[config.mk]
export PLATFORM = sky130hd
export DESIGN_NAME = subgraph_feature_gather
export DESIGN_NICKNAME = d
export VERILOG_FILES = /design/src/rtl/subgraph_feature_gather.sv
export SDC_FILE = /design/constraint.sdc
export NUM_CORES = 1
export LEC_CHECK = 0
export ABC_AREA = 0
export BUFFER_PORTS_ARGS = -buffer_cell sky130_fd_sc_hd__buf_4
export CAP_MARGIN = 15
export CORE_ASPECT_RATIO = 0.5
export CORE_MARGIN = 2
export CORE_UTILIZATION = 47
export CTS_CLUSTER_SIZE = 12
export DETAILED_ROUTE_END_ITERATION = 6
export MAX_ROUTING_LAYER = met4
export PLACE_DENSITY_LB_ADDON = 0.08
export SETUP_SLACK_MARGIN = 0.05
export SLEW_MARGIN = 5
export SYNTH_ARGS = -nofsm -noshare
export SYNTH_HDL_FRONTEND = slang
export SYNTH_SLANG_ARGS = --single-unit
[constraint.sdc]
create_clock -name clk -period 2.65 [get_ports clk]
set_input_delay 0.53 -clock clk [delete_from_list [all_inputs] [get_ports clk]]
set_output_delay 0.53 -clock clk [all_outputs]
set_load 0.02 [all_outputs]
[src/rtl/subgraph_feature_gather.sv]
// Purpose: walks the subgraph index BRAM, gathers each node's layer-N features, quantises them
//          and writes compacted sparse H rows ({value, col_idx}) plus per-node node_info words.
// Latency: NUM_FEATURE_OUT+3 cycles per index entry; done_o pulses in the cycle after the last entry.
// Backpressure: none downstream (BRAM writes always land); new requests are held off while rdy is low.
//
// Ports: clk/rst_n (async active-low); subgraph_vld_i/subgraph_rdy_o/num_entries_i request handshake;
//        subgraph_bram_* and feat_bram_* are 1-cycle-latency read ports; h_data_bram_* and
//        node_info_bram_* are write ports; done_o pass pulse; error_o/overflow_o sticky flags.
// Option: define SUBGRAPH_FEATURE_GATHER_RELU_EN to clamp negative features to zero before quantising.
module subgraph_feature_gather #(
    parameter int DATA_WIDTH        = 8,
    parameter int NEW_FEATURE_WIDTH = 32,
    parameter int FRAC_SHIFT        = 0,
    parameter int NUM_FEATURE_OUT   = 16,
    parameter int TOTAL_NODES       = 13264,
    parameter int NODE_IDX_W        = 14,
    parameter int MAX_NODES         = 168,
    parameter int H_DATA_DEPTH      = 4096,
    parameter int NODE_INFO_DEPTH   = TOTAL_NODES,
    parameter int NEW_FEATURE_DEPTH = 2708*NUM_FEATURE_OUT,
    localparam int COL_W           = $clog2(NUM_FEATURE_OUT),
    localparam int H_DATA_WIDTH    = DATA_WIDTH + COL_W,
    localparam int IDX_W           = NODE_IDX_W + 2,
    localparam int POS_W           = $clog2(MAX_NODES),
    localparam int NODE_INFO_WIDTH = COL_W + 1 + POS_W + 1,
    localparam int NE_W            = $clog2(TOTAL_NODES) + 1,
    localparam int IA_W            = $clog2(TOTAL_NODES),
    localparam int FA_W            = $clog2(NEW_FEATURE_DEPTH),
    localparam int HA_W            = $clog2(H_DATA_DEPTH),
    localparam int NA_W            = $clog2(NODE_INFO_DEPTH)
) (
    input  logic                         clk,
    input  logic                         rst_n,
    input  logic                         subgraph_vld_i,
    output logic                         subgraph_rdy_o,
    input  logic [NE_W-1:0]              num_entries_i,
    output logic [IA_W-1:0]              subgraph_bram_addrb,
    input  logic [IDX_W-1:0]             subgraph_bram_dout,
    output logic [FA_W-1:0]              feat_bram_addrb,
    input  logic [NEW_FEATURE_WIDTH-1:0] feat_bram_dout,
    output logic [HA_W-1:0]              h_data_bram_addra,
    output logic [H_DATA_WIDTH-1:0]      h_data_bram_din,
    output logic                         h_data_bram_ena,
    output logic                         h_data_bram_wea,
    output logic [NA_W-1:0]              node_info_bram_addra,
    output logic [NODE_INFO_WIDTH-1:0]   node_info_bram_din,
    output logic                         node_info_bram_ena,
    output logic                         done_o,
    output logic                         error_o,
    output logic                         overflow_o
);

    typedef enum logic [2:0] {S_IDLE, S_IDX_RD, S_IDX_WAIT, S_FEAT, S_DRAIN, S_FINISH} state_t;

    // Signed saturation bounds held at feature width so the compare needs no narrowing.
    localparam logic signed [NEW_FEATURE_WIDTH-1:0] Q_MAX =
        {{(NEW_FEATURE_WIDTH-DATA_WIDTH+1){1'b0}}, {(DATA_WIDTH-1){1'b1}}};
    localparam logic signed [NEW_FEATURE_WIDTH-1:0] Q_MIN = ~Q_MAX;
    localparam logic [HA_W:0]      H_FULL  = (HA_W+1)'(H_DATA_DEPTH);
    localparam logic [POS_W-1:0]   POS_MAX = POS_W'(MAX_NODES - 1);
    localparam logic [COL_W-1:0]   F_LAST  = COL_W'(NUM_FEATURE_OUT - 1);

    state_t state, state_nxt;

    logic [NE_W-1:0]  num_entries, entry_cnt;
    logic [FA_W-1:0]  base;
    logic [COL_W-1:0] f_cnt, proc_col;
    logic             proc_vld;
    logic [HA_W:0]    h_ptr;
    logic [COL_W:0]   row_len;
    logic [POS_W-1:0] node_pos;
    logic             end_flag_r, first_entry, sub_open, error_r, overflow_r;

    logic                  idx_start, idx_end;
    logic [NODE_IDX_W-1:0] idx_node;
    assign idx_start = subgraph_bram_dout[IDX_W-1];
    assign idx_node  = subgraph_bram_dout[IDX_W-2:1];
    assign idx_end   = subgraph_bram_dout[0];

    logic last_entry, h_full, q_nz, h_we;
    assign last_entry = (entry_cnt + NE_W'(1)) == num_entries;
    assign h_full     = (h_ptr == H_FULL);

    // Quantiser: feature data is for the read issued last cycle (column proc_col).
    logic signed [NEW_FEATURE_WIDTH-1:0] feat_s, feat_sh;
    logic [DATA_WIDTH-1:0]               q;
    always_comb begin
        feat_s = $signed(feat_bram_dout);
`ifdef SUBGRAPH_FEATURE_GATHER_RELU_EN
        if (feat_s[NEW_FEATURE_WIDTH-1]) feat_s = '0;
`endif
        feat_sh = feat_s >>> FRAC_SHIFT;
        if (feat_sh > Q_MAX)      q = Q_MAX[DATA_WIDTH-1:0];
        else if (feat_sh < Q_MIN) q = Q_MIN[DATA_WIDTH-1:0];
        else                      q = feat_sh[DATA_WIDTH-1:0];
    end

    // row_len counts every nonzero value; only the BRAM write is dropped once H is full.
    assign q_nz = proc_vld && (q != '0);
    assign h_we = q_nz && !h_full;

    always_ff @(posedge clk or negedge rst_n) begin
        if (!rst_n) state <= S_IDLE;
        else        state <= state_nxt;
    end

    always_comb begin
        state_nxt            = state;
        subgraph_rdy_o       = 1'b0;
        subgraph_bram_addrb  = '0;
        feat_bram_addrb      = '0;
        h_data_bram_addra    = '0;
        h_data_bram_din      = '0;
        h_data_bram_ena      = h_we;
        h_data_bram_wea      = h_we;
        node_info_bram_addra = '0;
        node_info_bram_din   = '0;
        node_info_bram_ena   = 1'b0;
        done_o               = 1'b0;
        error_o              = error_r;
        overflow_o           = overflow_r;
        if (h_we) begin
            h_data_bram_addra = HA_W'(h_ptr);
            h_data_bram_din   = {q, proc_col};
        end
        case (state)
            S_IDLE: begin
                subgraph_rdy_o = 1'b1;
                if (subgraph_vld_i) state_nxt = (num_entries_i == '0) ? S_FINISH : S_IDX_RD;
            end
            S_IDX_RD: begin
                subgraph_bram_addrb = IA_W'(entry_cnt);
                state_nxt           = S_IDX_WAIT;
            end
            S_IDX_WAIT: state_nxt = S_FEAT;
            S_FEAT: begin
                feat_bram_addrb = base + FA_W'(f_cnt);
                if (f_cnt == F_LAST) state_nxt = S_DRAIN;
            end
            S_DRAIN: begin
                // The last feature is still in flight, so fold it into row_len here.
                node_info_bram_ena   = 1'b1;
                node_info_bram_addra = NA_W'(entry_cnt);
                node_info_bram_din   = {row_len + (COL_W+1)'(q_nz), node_pos, end_flag_r};
                state_nxt            = last_entry ? S_FINISH : S_IDX_RD;
            end
            S_FINISH: begin
                done_o    = 1'b1;
                state_nxt = S_IDLE;
            end
            default: state_nxt = S_IDLE;
        endcase
    end

    always_ff @(posedge clk or negedge rst_n) begin
        if (!rst_n) begin
            num_entries <= '0;
            entry_cnt   <= '0;
            base        <= '0;
            f_cnt       <= '0;
            proc_col    <= '0;
            proc_vld    <= 1'b0;
            h_ptr       <= '0;
            row_len     <= '0;
            node_pos    <= '0;
            end_flag_r  <= 1'b0;
            first_entry <= 1'b0;
            sub_open    <= 1'b0;
            error_r     <= 1'b0;
            overflow_r  <= 1'b0;
        end else begin
            proc_vld <= (state == S_FEAT);
            proc_col <= f_cnt;
            if (h_we) h_ptr <= h_ptr + (HA_W+1)'(1);
            if (q_nz) row_len <= row_len + (COL_W+1)'(1);
            if (state != S_IDLE && h_full) overflow_r <= 1'b1;
            case (state)
                S_IDLE: if (subgraph_vld_i) begin
                    num_entries <= num_entries_i;
                    entry_cnt   <= '0;
                    h_ptr       <= '0;
                    node_pos    <= '0;
                    first_entry <= 1'b1;
                    sub_open    <= 1'b0;
                    error_r     <= 1'b0;
                    overflow_r  <= 1'b0;
                end
                S_IDX_WAIT: begin
                    base        <= FA_W'(idx_node) * FA_W'(NUM_FEATURE_OUT);
                    end_flag_r  <= idx_end;
                    f_cnt       <= '0;
                    row_len     <= '0;
                    first_entry <= 1'b0;
                    sub_open    <= !idx_end;
                    // A missing start on the first entry still opens a fresh subgraph.
                    if (idx_start || first_entry) node_pos <= '0;
                    else if (node_pos == POS_MAX) error_r <= 1'b1;
                    else node_pos <= node_pos + POS_W'(1);
                    if ((idx_start && sub_open) || (first_entry && !idx_start)) error_r <= 1'b1;
                end
                S_FEAT:  f_cnt <= f_cnt + COL_W'(1);
                S_DRAIN: entry_cnt <= entry_cnt + NE_W'(1);
                default: ;
            endcase
        end
    end

endmodule

Word-level counts from Yosys, hierarchy flattened
Index checks and enable logic that the tools add are counted.
Operators by class
  $add $sub $neg: 7
  $mul: 0
  divide/modulo/power cells: 0
  order comparisons: 2
  equality and inequality tests: 14
  shift-type cells: 0
  muxes and demuxes: 39
  bitwise gates (word level): 0
  reductions and logical operators: 24
Operators by type and width (number)
  14-bit two-way mux: 3
  8-bit two-way mux: 5
  13-bit two-way mux: 3
  32-bit by 8-bit greater-than comparator with 1-bit output, second input constant: 1
  32-bit by 8-bit < comparator with 1-bit output, second input constant: 1
  15-bit case mux with 2 select lines: 1
  12-bit two-way mux: 2
  16-bit by 4-bit adder with 16-bit output: 1
  16-bit two-way mux: 1
  8-bit case mux with 2 select lines: 1
  15-bit by 1-bit adder with 15-bit output, second input constant: 1
  15-bit == test: 1
  15-bit zero test: 1
  15-bit two-way mux: 1
  3-bit case mux with 5 select lines: 1
  13-bit by 1-bit adder with 13-bit output, second input constant: 1
  13-bit == test, second input constant: 1
  3-bit two-way mux: 4
  1-bit two-way mux: 11
  5-bit two-way mux: 2
  3-bit inequality test, second input constant: 3
  8-bit by 1-bit adder with 8-bit output, second input constant: 1
  8-bit == test, second input constant: 1
  4-bit case mux with 2 select lines: 1
  19 further kinds: 37
Storage, ports and cells
  bits in registers: 85
  latch bits: 0
  bits in writable memories: 0
  bits in read-only memories: 0
  output and inout port bits: 89
  logic and storage cells: 101
  memories kept: 0

Longest topological paths before layout
Gate-level depths: netlist of the first run.
  word-level depth: 9
  gate-level depth with buffers: 10
  depth with buffers taken out: 9

Worst setup path before layout of the first run
No wires, ideal clock.
  path type: input to output
  start: in feat_bram_dout[25]
  end: out node_info_bram_din[13]
  arrival time: 2.330 ns
  data required time: 2.120 ns
  setup slack: -0.210 ns
  stages: 10
  path buffers: 1
  cell sequence: nor4_1 nand3_1 a2bb2oi_2 o21a_1 clkbuf_1 and2_1 ha_1 nand3_1 xor2_1 nor2_1
On the way
  longest elaborated chain between the ends: 7
RTL lines
  start, declared: line 40  | input logic [NEW_FEATURE_WIDTH-1:0] feat_bram_dout,
  32-bit by 8-bit < comparator with 1-bit output: line 94  | else if (feat_sh < Q_MIN) q = Q_MIN[DATA_WIDTH-1:0];
  8-bit two-way mux: line 94
  8-bit two-way mux (*): line 93  | if (feat_sh > Q_MAX) q = Q_MAX[DATA_WIDTH-1:0];
  8-bit nonzero test (*): line 99  | assign q_nz = proc_vld && (q != '0);
  1-bit logical AND (*): line 99
  5-bit by 1-bit adder with 5-bit output (*): line 144  | node_info_bram_din = {row_len + (COL_W+1)'(q_nz), node_pos, end_flag_r};
  14-bit two-way mux (*): line 126  | case (state)
  end, declared: line 46  | output logic [NODE_INFO_WIDTH-1:0] node_info_bram_din,
Every way passes the cells marked *; elsewhere a longest branch is shown, timed or not.

Final worst setup path of the first run
  start: in feat_bram_dout[10]
  end: out node_info_bram_din[13]
Same word-level chain as after synthesis.

==> impl_metrics.json, run 1 <==
{
  "gp_congestion": 0.874,
  "drv_cap": 0,
  "area_growth_syn_to_layout_pct": 39.2,
  "grt_first_pass_wirelength_um": 23600,
  "clockRootBuffer": "clkbuf_16",
  "hold_violations": 0,
  "min_period_ps": 2800,
  "combinationalPowerShare_pct": 42.8,
  "reg2reg_to": "node_pos[4]$_DFFE_PN0P_",
  "fin_skew_ps": 6.74,
  "layout_common_cells": "161 x buf_4, 131 x nand2_1, 85 x dfrtp_1, 44 x o21ai_0",
  "grt_max_degree": 57,
  "synth_cell_types": 55,
  "p_seq_share_pct": 34.1,
  "violations": "negative setup slack",
  "fin_cells": 930,
  "min_period_over_period_pct": 106,
  "drt-initial-drc-count": 320,
  "clk_path_buf_depth": 2,
  "drt_pass1_iterations": 5,
  "power.density_mw_per_mm2": 852,
  "syn_avg_cell_area_um2": 8.19,
  "p_int_mw": 3.72,
  "crit_type": "input port to primary output",
  "die_area_mm2": 0.0119,
  "grt_pass1_vias": 4791,
  "grt.overflow.total": 0,
  "drive_gt1_share_pct": 31.5,
  "synth_edf_count": 0,
  "critPathBufInv": 2,
  "sw_frac_of_total_pct": 39.2,
  "ff2ff_path_depth": 7,
  "ant_nets": 0,
  "finalWorstSetupSlack_ps": -152,
  "cts.sink_count": 85,
  "rsz0062_at_grt": "true",
  "ios": 155,
  "cp-end-kind": "primary output",
  "seq_area_frac_synth_pct": 41.3,
  "p_leak_nw": 3.53,
  "slew_viol_final": 0,
  "final_util_pct": 68.7,
  "cp_top_family": "simple AND/OR/NAND/NOR gates",
  "cts_tree": "done",
  "antenna_found_initial": 0,
  "path_cells": "buf_6 > nor4_4 > nand4_1 > a2bb2oi_4 > o21a_1 > and2_4 > ha_4 > nand3_2 > xor2_1 > nor2_2 > buf_6",
  "port_buffers": 152,
  "cpPeakStageDelay_ps": 250,
  "p_switching_mw": 2.39,
  "die_y_um": 78.0,
  "finalSetupViolCount": 5,
  "wl_um": 14900,
  "ys.flop_type": "dfrtp_1",
  "nets": 859,
  "core_mm2": 0.0104,
  "syn-cell-area_mm2": 0.00515,
  "synthArstFlopShare_pct": 100,
  "route.detailed.drc": 0,
  "rows": 26,
  "track_usage_pct": 25.3,
  "critPathLaunchType": "input port",
  "p_clk_share_pct": 23.2,
  "viasPerCell": 5.61,
  "crit_fanout": 2,
  "path_common_cell": "buf_6",
  "syn_inst": 629,
  "yosys_warnings": 0,
  "cts_made_buffers": 9,
  "status": "finished, violations left",
  "dp_hpwl_um": 10600,
  "slowest_stage": "nor4_4",
  "clock_latency_ps": 330,
  "synth-seq-cells": 85,
  "worst_slew_pin_slew_ps": 733,
  "holdCritPathClass": "input port to async pin",
  "vias": 5221,
  "clk_pin_slew_worst_paths_ps": 60,
  "maxSlewHeadroom_pct": 51.2,
  "arrival_ps": 2270,
  "r2r_slack_ps": 460,
  "fin_total_pwr_mw": 6.11,
  "wl_per_cell_um": 16.0,
  "num_antenna_cells": 0,
  "ctsHoldBuffers": 0,
  "ir_drop_uv": 461,
  "required_ps": 2120,
  "htreeDepth": 3,
  "fp.dieW_um": 152,
  "max_freq_mhz": 357,
  "start_util_pct": 49.3,
  "layout_commonest_cell": "buf_4",
  "timing.rr.start": "state[2]$_DFFE_PN0P_",
  "syn_nets": 702,
  "whs_ps": 248,
  "dp_cells": 905
}
[timing repair]
action                                 in CTS  in global routing
setup endpoints to repair                  19                 44
gates resized for setup                    13                 39
setup buffers                               8                  4
pin swaps                                  12                 10
endpoints found under the hold margin       0                  0
[sequential cells by signal, indices dropped and copies added, names as in the netlist, 3 cells and up]
name and cells:
entry_cnt 15, num_entries 15, h_ptr 13, base 12, node_pos 8, row_len 5
f_cnt 4, proc_col 4, state 3
[cell usage after synthesis, types with 2 or more instances]
cell type	instances	area share, %
or4_1	8	1.2
buf_4	6	0.87
nor2b_1	2	0.24
o21ai_0	44	4.3
a21oi_1	24	2.3
nor3_1	6	0.58
xor2_1	11	1.9
dfrtp_1	85	41
ha_1	7	1.7
buf_6	2	0.44
nand2_1	131	9.5
inv_1	11	0.80
and4_4	2	0.44
nand3_1	22	2.1
and3_1	39	4.7
nor4_1	13	1.6
o31ai_1	9	1.3
xnor2_1	18	3.1
buf_2	12	1.2
o2111ai_1	2	0.34
clkbuf_1	18	1.3
and2_1	45	5.5
o211ai_1	6	0.87
or3_1	6	0.73
o21ai_2	2	0.34
a31oi_1	4	0.49
nand4_1	17	2.1
a211oi_1	2	0.29
nor2_1	47	3.4
nor4b_1	3	0.51
[area by class of cell]
cell class	count	area, um2
clock buffers	10	229
repair buffers	186	1510
flip-flops and latches	85	2130
clock inverters	5	100
inverters	12	45.0
fillers	855	3270
multi-input cells	492	2990
well taps	140	175
[kinds of logic after synthesis]
family / count (synthesis) / share of synthesized area (%)
buf+inv: 52 / 4.88
compound gates: 104 / 12.3
xor+xnor: 29 / 4.93
simple gates: 350 / 34.4
fa+ha+maj: 7 / 1.70
mux: 2 / 0.413
flops: 85 / 41.3
[worst max path at each step]
stage	endpoint	startpoint	depth (start not counted)
5_1_grt	node_info_bram_din[13]	feat_bram_dout[7]	11
6_report	node_info_bram_din[13]	feat_bram_dout[10]	11
2_1_floorplan	node_info_bram_din[13]	feat_bram_dout[12]	10
4_1_cts	node_info_bram_din[13]	feat_bram_dout[26]	11
3_3_place_gp	node_info_bram_din[13]	feat_bram_dout[16]	11
3_5_place_dp	node_info_bram_din[13]	feat_bram_dout[19]	11
[power by group through the flow]
stage                     Combinational, mW  Sequential, mW  Clock (mW)
after global routing                   2.87            2.14        1.50
after CTS                              2.53            2.07        1.44
final                                  2.61            2.08        1.41
after detailed placement               2.49            2.08           0
after global placement                 2.44            2.07           0
after floorplan                        1.69            1.95           0
[layer usage]
layer / part of all wire [%] / GRT usage [%]
met1: 44 / 33.0
met2: 47 / 40.5
met3: 7.4 / 5.91
met4: 0.97 / 6.36
met5: 0 / -
[metrics by stage]
stage	worst slack [ps]	TNS, ps	area, um2
4_1_cts	-135	-361	7020
5_1_grt	-204	-1070	7170
2_1_floorplan	-58.9	-119	5280
3_3_place_gp	-168	-429	6580
6_report	-152	-506	7170
3_5_place_dp	-160	-420	6580
Power figures use the tool's default switching activity.
==> run 2, diff against run 1 <==
--- a/config.mk
+++ b/config.mk
@@ -16,5 +16,5 @@
 export MAX_ROUTING_LAYER = met4
 export PLACE_DENSITY_LB_ADDON = 0.08
-export SETUP_SLACK_MARGIN = 0.05
+export SETUP_SLACK_MARGIN = 0.3
 export SLEW_MARGIN = 5
 export SYNTH_ARGS = -nofsm -noshare
==> constraint.sdc (replaced) <==
create_clock -name clk -period 2.65 [get_ports clk]
set_input_delay 0.53 -clock clk [delete_from_list [all_inputs] [get_ports clk]]
set_output_delay 0.53 -clock clk [all_outputs]
set_load 0.05 [all_outputs]
==> run 2 against run 1 <==
Against the previous run: combinational power rose by 30%; via count decreased by 0.57%; the run still ends with negative setup slack left; fmax grew 0.46%; die area unchanged; clock-buffer cell count up 1; critical endpoint unchanged; wire length grew 1.9%; critical path depth stayed put; sequential power hardly changed; final area increased by 2.0%; worst hold slack got worse by 94 ps.
==> impl_metrics.json, run 2 (same netlist as run 1, synthesis figures left out) <==
{
  "clockRootBuffer": "clkbuf_16",
  "place_area_mm2": 0.00671,
  "p_clk_share_pct": 19.8,
  "r2r_slack_ps": 540,
  "max_freq_mhz": 359,
  "required_ps": 2120,
  "vias": 5191,
  "wl_um": 15100,
  "min_period_over_period_pct": 105,
  "holdCritPathClass": "input port to async pin",
  "maxSlewHeadroom_pct": 66.3,
  "antenna_found_initial": 0,
  "crit_type": "input port to primary output",
  "status": "finished, violations left",
  "die_area_mm2": 0.0119,
  "viasPerCell": 5.56,
  "ios": 155,
  "slew_viol_final": 0,
  "finalSetupViolCount": 5,
  "num_antenna_cells": 0,
  "ctsHoldBuffers": 0,
  "p_leak_nw": 3.56,
  "p_int_mw": 3.81,
  "timing.rr.start": "entry_cnt[1]$_DFFE_PN0P_",
  "clk_pin_slew_worst_paths_ps": 60,
  "cts_tree": "done",
  "sw_frac_of_total_pct": 44.1,
  "p_seq_share_pct": 30.4,
  "clock_latency_ps": 340,
  "power.density_mw_per_mm2": 934,
  "arrival_ps": 2260,
  "finalWorstSetupSlack_ps": -139,
  "ff2ff_path_depth": 7,
  "cp-end-kind": "primary output",
  "reg2reg_to": "state[2]$_DFFE_PN0P_",
  "rsz0062_at_grt": "true",
  "drt_pass1_iterations": 5,
  "cts_made_buffers": 9,
  "drv_cap": 0,
  "p_switching_mw": 3.01,
  "grt_first_pass_wirelength_um": 25000,
  "rows": 26,
  "wl_per_cell_um": 16.2,
  "fin_skew_ps": 6.35,
  "gp_congestion": 0.858,
  "track_usage_pct": 26.9,
  "fin_total_pwr_mw": 6.83,
  "layout_common_cells": "149 x buf_4, 131 x nand2_1, 83 x dfrtp_1, 44 x o21ai_0, 38 x buf_6",
  "htreeDepth": 3,
  "layout_commonest_cell": "buf_4",
  "ir_drop_uv": 632,
  "tns_ps": -425,
  "ant_nets": 0,
  "min_period_ps": 2790,
  "core_mm2": 0.0104,
  "reg_top3": "entry_cnt (15), num_entries (15), h_ptr (13)",
  "violations": "negative setup slack",
  "grt_max_degree": 38,
  "die_y_um": 78.0,
  "clk_path_buf_depth": 2,
  "nFillCells": 832,
  "crit_fanout": 2,
  "dp_hpwl_um": 10900,
  "start_util_pct": 49.3,
  "area_growth_syn_to_layout_pct": 42.0,
  "port_buffers": 152,
  "cts.sink_count": 85,
  "combinationalPowerShare_pct": 49.8,
  "nets": 863,
  "critPathLaunchType": "input port",
  "grt_pass1_vias": 4986,
  "worst_slew_pin_slew_ps": 505,
  "drt-initial-drc-count": 376,
  "grt.overflow.total": 0,
  "route.detailed.drc": 0,
  "fp.dieW_um": 152,
  "final_area_mm2": 0.00731,
  "drive_gt1_share_pct": 33.8,
  "hold_violations": 0
}
==> run 2: power groups by stage <==
stage               Sequential, mW  Clock [mW]  Combinational, mW
CTS                           2.07        1.37               3.33
finish                        2.08        1.35               3.40
floorplan                     1.98           0               2.25
global route                  2.13        1.44               3.67
detailed placement            2.07           0               3.16
global placement              2.06           0               3.10
==> run 2: area by class of cell <==
cell class / instances / area, um2 / area share [%]
clock buffers: 11 / 243 / 3.32
repair buffers: 190 / 1600 / 21.8
well taps: 140 / 175 / 2.40
flip-flops and latches: 85 / 2130 / 29.1
multi-input cells: 492 / 3050 / 41.7
inverters: 12 / 45.0 / 0.616
clock inverters: 4 / 72.6 / 0.992
==> run 2: critical path, stage by stage <==
cell	delay, ps
buf_4	120
nor4_4	250
nand4_1	200
a2bb2oi_4	200
o21a_1	190
and2_4	150
ha_4	160
nand3_2	70
xor2_2	180
nor2_4	40
buf_6	140
==> run 2: worst max path at each step <==
stage	slack, ps	end	cells past startpoint	start
2_1_floorplan	-150	node_info_bram_din[13]	10	feat_bram_dout[12]
3_3_place_gp	-200	node_info_bram_din[13]	11	feat_bram_dout[12]
3_5_place_dp	-220	node_info_bram_din[13]	11	feat_bram_dout[19]
4_1_cts	-170	node_info_bram_din[13]	11	feat_bram_dout[10]
5_1_grt	-200	node_info_bram_din[13]	11	feat_bram_dout[7]
6_report	-140	node_info_bram_din[13]	11	feat_bram_dout[30]
==> run 2: stage by stage <==
step / utilization (%) / hold slack [ps] / std cells / setup WS [ps]
after CTS: 69.2 / 172 / 930 / -171
final: 70.0 / 154 / 934 / -139
after global placement: 64.3 / 440 / 912 / -204
after detailed placement: 64.3 / 442 / 912 / -215
after floorplan: - / 234 / 629 / -152
after global routing: 70.0 / 184 / 934 / -196
==> run 2: layer usage <==
| layer | share of wire [%] | GRT usage, % |
|---|---|---|
| met1 | 44 | 33.4 |
| met2 | 48 | 44.4 |
| met3 | 7.0 | 7.45 |
| met4 | 1.3 | 6.17 |
| met5 | 0 | - |
==> run 2: repair_timing <==
item,CTS,global route
pin swaps,11,7
gates resized for setup,46,12
setup buffers,3,4
setup endpoints to repair,47,62
